[src/rtl/interrupter_gen.sv]
// Interrupter burst generator: tick prescaler, IDLE/ON/OFF period FSM.
// Optional sticky fault latch enabled by INTERRUPTER_FAULT_LATCH_EN.
module interrupter_gen #(
  parameter int TICK_DIV = 500,
  parameter int ON_MAX   = 40
) (
  input  logic       clk,
  input  logic       rst,
  input  logic [7:0] inter_freq,
  input  logic [7:0] inter_duty,
  input  logic       fault,
  output logic       inter_en,
  output logic       period_strb,
  output logic       fault_flag
);

  localparam int PW = $clog2(TICK_DIV);
  localparam logic [PW-1:0] PRE_LAST = PW'(TICK_DIV - 1);
  localparam logic [7:0] ON_CAP = 8'(ON_MAX);

  typedef enum logic [1:0] {
    S_IDLE,
    S_ON,
    S_OFF
  } state_t;

  state_t state_q, state_d;
  logic [PW-1:0] pre_q, pre_d;
  logic [7:0] cnt_q, cnt_d;
  logic [7:0] ps_q, ps_d;
  logic [7:0] ds_q, ds_d;
  logic strb_q, strb_d;
  logic lat_q;

  logic tick;
  logic start;
  logic boundary;
  logic [7:0] freq_m1;
  logic [7:0] duty_cap;
  logic [7:0] duty_clip;

`ifdef INTERRUPTER_FAULT_LATCH_EN
  logic lat_d;
  always_comb begin
    lat_d = lat_q | fault;
  end

  always_ff @(posedge clk) begin
    if (rst) lat_q <= 1'b0;
    else     lat_q <= lat_d;
  end
`else
  assign lat_q = 1'b0;
`endif

  always_comb begin
    tick  = (pre_q == PRE_LAST);
    pre_d = tick ? '0 : pre_q + 1'b1;
  end

  // On-time may never reach the full period, so one tick stays off.
  always_comb begin
    freq_m1   = inter_freq - 8'd1;
    duty_cap  = (inter_duty < ON_CAP) ? inter_duty : ON_CAP;
    duty_clip = (duty_cap < freq_m1) ? duty_cap : freq_m1;
  end

  always_comb begin
    state_d  = state_q;
    cnt_d    = cnt_q;
    ps_d     = ps_q;
    ds_d     = ds_q;
    strb_d   = 1'b0;
    start    = 1'b0;
    boundary = 1'b0;
    if (tick) begin
      unique case (state_q)
        S_IDLE: begin
          start = (inter_freq != 8'd0) && !lat_q;
        end
        S_ON: begin
          cnt_d = cnt_q + 8'd1;
          if (cnt_q == ds_q - 8'd1 || fault)
            state_d = S_OFF;
        end
        S_OFF: begin
          if (cnt_q == ps_q - 8'd1) boundary = 1'b1;
          else cnt_d = cnt_q + 8'd1;
        end
        default: state_d = S_IDLE;
      endcase
    end else if (state_q == S_ON && fault) begin
      state_d = S_OFF;
    end
    if (boundary) begin
      if (inter_freq == 8'd0 || lat_q) begin
        state_d = S_IDLE;
        cnt_d   = 8'd0;
      end else begin
        start = 1'b1;
      end
    end
    if (start) begin
      ps_d    = inter_freq;
      ds_d    = duty_clip;
      cnt_d   = 8'd0;
      strb_d  = 1'b1;
      state_d = (duty_clip != 8'd0 && !fault) ? S_ON : S_OFF;
    end
  end

  always_ff @(posedge clk) begin
    if (rst) begin
      state_q <= S_IDLE;
      pre_q   <= '0;
      cnt_q   <= 8'd0;
      ps_q    <= 8'd0;
      ds_q    <= 8'd0;
      strb_q  <= 1'b0;
    end else begin
      state_q <= state_d;
      pre_q   <= pre_d;
      cnt_q   <= cnt_d;
      ps_q    <= ps_d;
      ds_q    <= ds_d;
      strb_q  <= strb_d;
    end
  end

  assign inter_en    = (state_q == S_ON) && !rst;
  assign period_strb = strb_q && !rst;
  assign fault_flag  = lat_q && !rst;

endmodule

[config.mk]
export PLATFORM = sky130hd
export DESIGN_NAME = interrupter_gen
export DESIGN_NICKNAME = d
export VERILOG_FILES = /design/src/rtl/interrupter_gen.sv
export SDC_FILE = /design/constraint.sdc
export NUM_CORES = 1
export LEC_CHECK = 0
export ABC_AREA = 1
export BUFFER_PORTS_ARGS = -buffer_cell sky130_fd_sc_hd__buf_2
export CAP_MARGIN = 10
export CORE_ASPECT_RATIO = 2
export CORE_MARGIN = 2
export CORE_UTILIZATION = 26
export CTS_BUF_LIST = sky130_fd_sc_hd__clkbuf_4
export CTS_CLUSTER_SIZE = 10
export DETAILED_ROUTE_END_ITERATION = 6
export GPL_TIMING_DRIVEN = 0
export PLACE_DENSITY_LB_ADDON = 0.3
export RECOVER_POWER = 100
export SLEW_MARGIN = 0
export SYNTH_ARGS = -nofsm -noshare
export SYNTH_HDL_FRONTEND = slang
export SYNTH_SLANG_ARGS = --single-unit
[constraint.sdc]
create_clock -name clk -period 5.9 [get_ports clk]
set_input_delay 1.77 -clock clk [delete_from_list [all_inputs] [get_ports clk]]
set_output_delay 1.77 -clock clk [all_outputs]
set_load 0.05 [all_outputs]
---- Word level (Yosys, flattened, before mapping) ----
Index checks and enable logic that the tools add are counted.
word-level totals
  output and inout bits ................... 3
  register bits ........................... 36
  logic and storage cells ................. 55
cells by class
  $add $sub $neg .......................... 5
  $lt $le $gt $ge ......................... 2
  muxes and demuxes ....................... 23
  equal/unequal tests ..................... 5
  reductions and logical operators ........ 14
operator list
  cell                   number
  $mux W8                6
  $sub A8 B1 Y8 const B  3
  $eq A8 B8 Y1           2
  $pmux W8 S2            1
  $reduce_bool A8 Y1     2
  $mux W2                7
  $add A9 B1 Y9 const B  1
  $eq A9 B9 Y1 const B   1
  $add A8 B1 Y8 const B  1
  $logic_not A8 Y1       1
  $lt A8 B6 Y1 const B   1
  $lt A8 B8 Y1           1
  $mux W1                8
  $reduce_or A2 Y1       3
  $logic_and A1 B1 Y1    4
  $pmux W2 S2            1
  $eq A2 B1 Y1 const B   1
  $eq A2 B2 Y1 const B   1
  $logic_not A1 Y1       2
  $logic_not A2 Y1       1
  $logic_or A1 B1 Y1     1

---- Longest topological paths before layout ----
  depth in word-level cells ............... 9
  mapped depth ............................ 20
  mapped depth without buffers ............ 20

---- Worst setup path before layout ----
Ideal clock, no wire load.
  kind .................................... input -> output
  start point ............................. input rst
  end point ............................... output inter_en
  cell stages on the path ................. 1
  arrival time ............................ 2.424 ns
  path slack .............................. 1.706 ns
  path buffers ............................ 0
  path through ............................ nor2_1
on the way
  longest elaborated chain between the ends .. 2
ends and longest elaborated chain
  element              line  text
  from (decl)          8     input logic rst,
  $logic_not A1 Y1     --
  $logic_and A1 B1 Y1  130   assign inter_en = (state_q == S_ON) && !rst;
  to (decl)            12    output logic inter_en,
No other way between the ends.

---- Worst setup path after layout ----
  start point ............................. input inter_freq[4]
  end point ............................... register state_q[0]
on the way
  longest elaborated chain between the ends .. 7
  elaborated cells between the ends (all ways) .. 15
  those cells by class .................... add/sub (1); order compare (1); mux (9); reduce/logical (4)
ends and longest elaborated chain
  element               line  text
  from (decl)           9     input logic [7:0] inter_freq,
  $sub A8 B1 Y8         63    freq_m1 = inter_freq - 8'd1;
  $lt A8 B8 Y1          65    duty_clip = (duty_cap < freq_m1) ? duty_cap : freq_m1;
  $mux W8               65
  $reduce_bool A8 Y1    108   state_d = (duty_clip != 8'd0 && !fault) ? S_ON : S_OFF;
  $logic_and A1 B1 Y1   108
  $mux W2               108
  $mux W2 (*)           103   if (start) begin
  to (signal assigned)  121   state_q <= state_d;
  to (decl)             27    state_t state_q, state_d;
Mark *: on every way between the ends. The rest lies on a longest branch, timed or not.
A chain may end at the register's enable or synchronous reset.

==> results by group <==
Placed design
  • Cells after DPL: around 520
  • Place WS: approximately 1.1 ns
  • DPL Wire Length: approximately 5.4 mm
  • Area of placed instances: just under 0.003 mm²
  • Final RePlAce weighted congestion: about 0.8
  • PortBufs: 20

Setup path
  • WS Path Type: in -> reg
  • Reg-to-Reg End: state_q[1]$_SDFF_PP0_
  • R2R Path Start: ps_q[0]$_SDFFE_PP0P_
  • Critical-path maximum fanout: 10
  • Crit. End Element: flop
  • WP data arrival: roughly 5.0 ns
  • Slack of the worst reg-to-reg path: 3.28 ns
  • Startpoint types: input port
  • Data required, critical path: between 6 and 7 ns
  • R2R depth: 11

Worst hold path
  • Startpoint of the worst hold path: pre_q[0]$_SDFF_PP0_
  • Min-delay worst type: reg -> reg
  • Hold Path Stages: 1
  • Min-Delay Endpoint: pre_q[0]$_SDFF_PP0_

GRT
  • Routing usage on met2: 0.260
  • Grt ovf: 0
  • GRT Util Overall: 0.132
  • Pin count of the biggest net entering global routing: 12
  • Vias in the first global route: approximately 2,500
  • Initial antenna violation count: 1
  • Met3 Use GR: 0.0215
  • Global-route layer with the greatest usage: met2
  • First-pass GRT wire length: approximately 11 mm
  • GRT met1 Usage: 0.106

Timing
  • Max_slew headroom: 0.467
  • Peak Freq: 214 MHz
  • Setup TNS: 0 ns
  • Worst-margin pin slew: between 0.7 and 0.8 ns
  • Final Cycle Share: 0.792
  • Max Clock Skew: ~0.014 ns
  • Minimum clock period: approximately 4.7 ns
  • Worst Hold Margin: roughly 0.46 ns
  • Max-slew violations: 0
  • RSZ-0062 raised after global routing: false
  • Setup violators final: 0
  • Hold Vio Cnt, Final: 0
  • Setup WS post-layout: 1.23 ns

CTS
  • Clock-pin slew on the worst setup and hold paths: 0.12 ns
  • Clock buffer count from CTS: 5
  • Postcts setup bufs: 0
  • CTS tree: yes
  • Post-cts gate resize count: 0
  • Sink Count: 36
  • Htree depth: 2
  • CTS root buf: clkbuf_4
  • CTS Buffer Depth: 2
  • Worst skew pair latency: 0.36 ns
  • Cts hold-fix bufs: 0

Logic synthesis
  • Post-synth top area share: 0.275
  • Main synth FF type: dfxtp_1
  • EDFF count, synth: 0
  • Asr flop ratio synth: 0
  • Synthesized area per cell: between 7 and 8 µm²
  • Most common cell in the netlist: nand2_1
  • Yosys cell types: 38
  • Yosys reg bits: 36
  • Largest area contributor in the netlist: dfxtp_1
  • Top cells by area, synth: dfxtp_1, nand2_1, ha_1
  • Mapped Cells: 367
  • Warnings, synthesis: 0
  • Sequential share of the synthesized area: 0.275
  • Top cells by count, synth: nand2_1, inv_1, nor2_1
  • Syn Std Cell Area: roughly 0.0026 mm²

Floorplanning
  • Num rows: 51
  • Core ar.: between 0.009 and 0.01 mm²
  • Initial Util: 0.268
  • Die Ht: 146 µm
  • Num ports: 22
  • Die area: roughly 0.011 mm²
  • Width of the chip: between 70 and 80 µm

Route
  • Iteration-0 DRC Markers: between 60 and 70
  • Post-route ant nets: 0
  • Total routed wirelength: 6.51 mm
  • Drt drc: 0
  • Drt wl/cell: 12.3 µm
  • Via count: 2,405
  • First-pass DRT Iterations: 4
  • Vias per cell: around 4.5

Layout
  • Sequential cell area: slightly above 700 µm²
  • Core Util, Final: 0.297
  • Fillers: about 1,100
  • Synthesis-to-layout area growth: 10.7%
  • Post-route cell area: between 0.002 and 0.003 mm²
  • Share of cells above drive strength 1: 0.128
  • # nets final: about 430
  • Multi-input logic area: 0.00163 mm²
  • Final non-filler cell total: 530

Pwr
  • LEAKAGE: approximately 1.3 nW
  • Power density cells: around 150 mW/mm²
  • Pwr Total: around 0.44 mW
  • Worst IR drop on VDD: 71.4 µV

Run status
  • Status: completed

Job
  • Max cap viols: 0
[where the power goes]
part	leakage, nW	switching [mW]	internal, mW
registers	0.290	0.00111	0.245
clock network	0.0293	0.0868	0.0499
logic	0.943	0.0402	0.0208
total	1.26	0.128	0.315
[area by class of cell]
type,instances,share of cell area
Antenna cell,1,0.000864
Clock buffer,6,0.0155
Buffer,5,0.0121
Multi-Input combinational cell,276,0.562
Timing Repair Buffer,20,0.0328
Tap cell,132,0.0570
Inverter,52,0.0674
Clock inverter,2,0.00389
Sequential cell,36,0.249
[metal layers]
| metal | wire, µm | up-vias |
|---|---|---|
| met5 | 0 | - |
| met4 | 417 | 0 |
| met3 | 182 | 23 |
| met2 | 3820 | 47 |
| met1 | 2090 | 1098 |
| li1 | - | 1237 |
[flip-flops by register name, summed over array words and instances (netlist names)]
| register | cells |
|---|---|
| cnt_q | 8 |
| ps_q | 8 |
| pre_q | 9 |
| ds_q | 8 |
| strb_q | 1 |
| state_q | 2 |
[critical path, stage by stage]
cell      delay, ns
buf_2          0.12
inv_1          0.15
nand4_1        0.23
nor3_1         0.23
xor2_1         0.24
inv_1          0.07
ha_1           0.28
nand2_1        0.10
nor2_1         0.05
a211oi_1       0.63
nand2_1        0.39
o21ai_0        0.32
nor2_1         0.08
nand2_1        0.08
nand2_1        0.08
a21oi_1        0.14
[worst max path at each step]
stage / endpoint / slack [ns] / cells past startpoint / start
6_report: state_q[0]$_SDFF_PP0_ / 1.23 / 16 / inter_freq[4]
5_1_grt: state_q[1]$_SDFF_PP0_ / 0.86 / 17 / inter_freq[0]
3_3_place_gp: state_q[1]$_SDFF_PP0_ / 1.21 / 17 / inter_freq[4]
4_1_cts: state_q[0]$_SDFF_PP0_ / 1.54 / 16 / inter_freq[4]
2_1_floorplan: inter_en / 1.71 / 1 / rst
3_5_place_dp: state_q[0]$_SDFF_PP0_ / 1.14 / 16 / inter_freq[4]
[kinds of logic (layout without fill, tap and decap cells)]
family,after synthesis,count (layout),share of synthesized area
AND/OR/NAND/NOR,178,178,0.320
buffers and inverters,57,85,0.0908
AO/OA/AOI/OAI,47,47,0.124
flip-flops,36,36,0.275
XOR/XNOR,32,32,0.112
adder cells (fa/ha/maj),16,16,0.0764
other,1,4,0.00143
[cells in the final DEF (no fill, tap or decap), types with 2 or more instances in the layout]
master,n
a211oi_1,2
nor3_2,3
clkbuf_1,5
o22ai_2,7
nand3_1,26
nor2_1,43
or2_2,3
nor3_1,6
a21oi_1,14
nand4_1,3
o21ai_2,3
inv_2,2
ha_1,16
clkbuf_4,6
nand2_1,80
buf_2,17
o2111ai_1,2
inv_1,50
xor2_1,20
conb_1,3
nand2_4,2
nor2_2,2
nand3b_1,3
nor3b_1,3
xnor2_1,11
buf_4,2
nor4_1,2
dfxtp_1,36
o21ai_0,14
nand3_2,2
No activity file was read; power rests on OpenSTA's default activity.
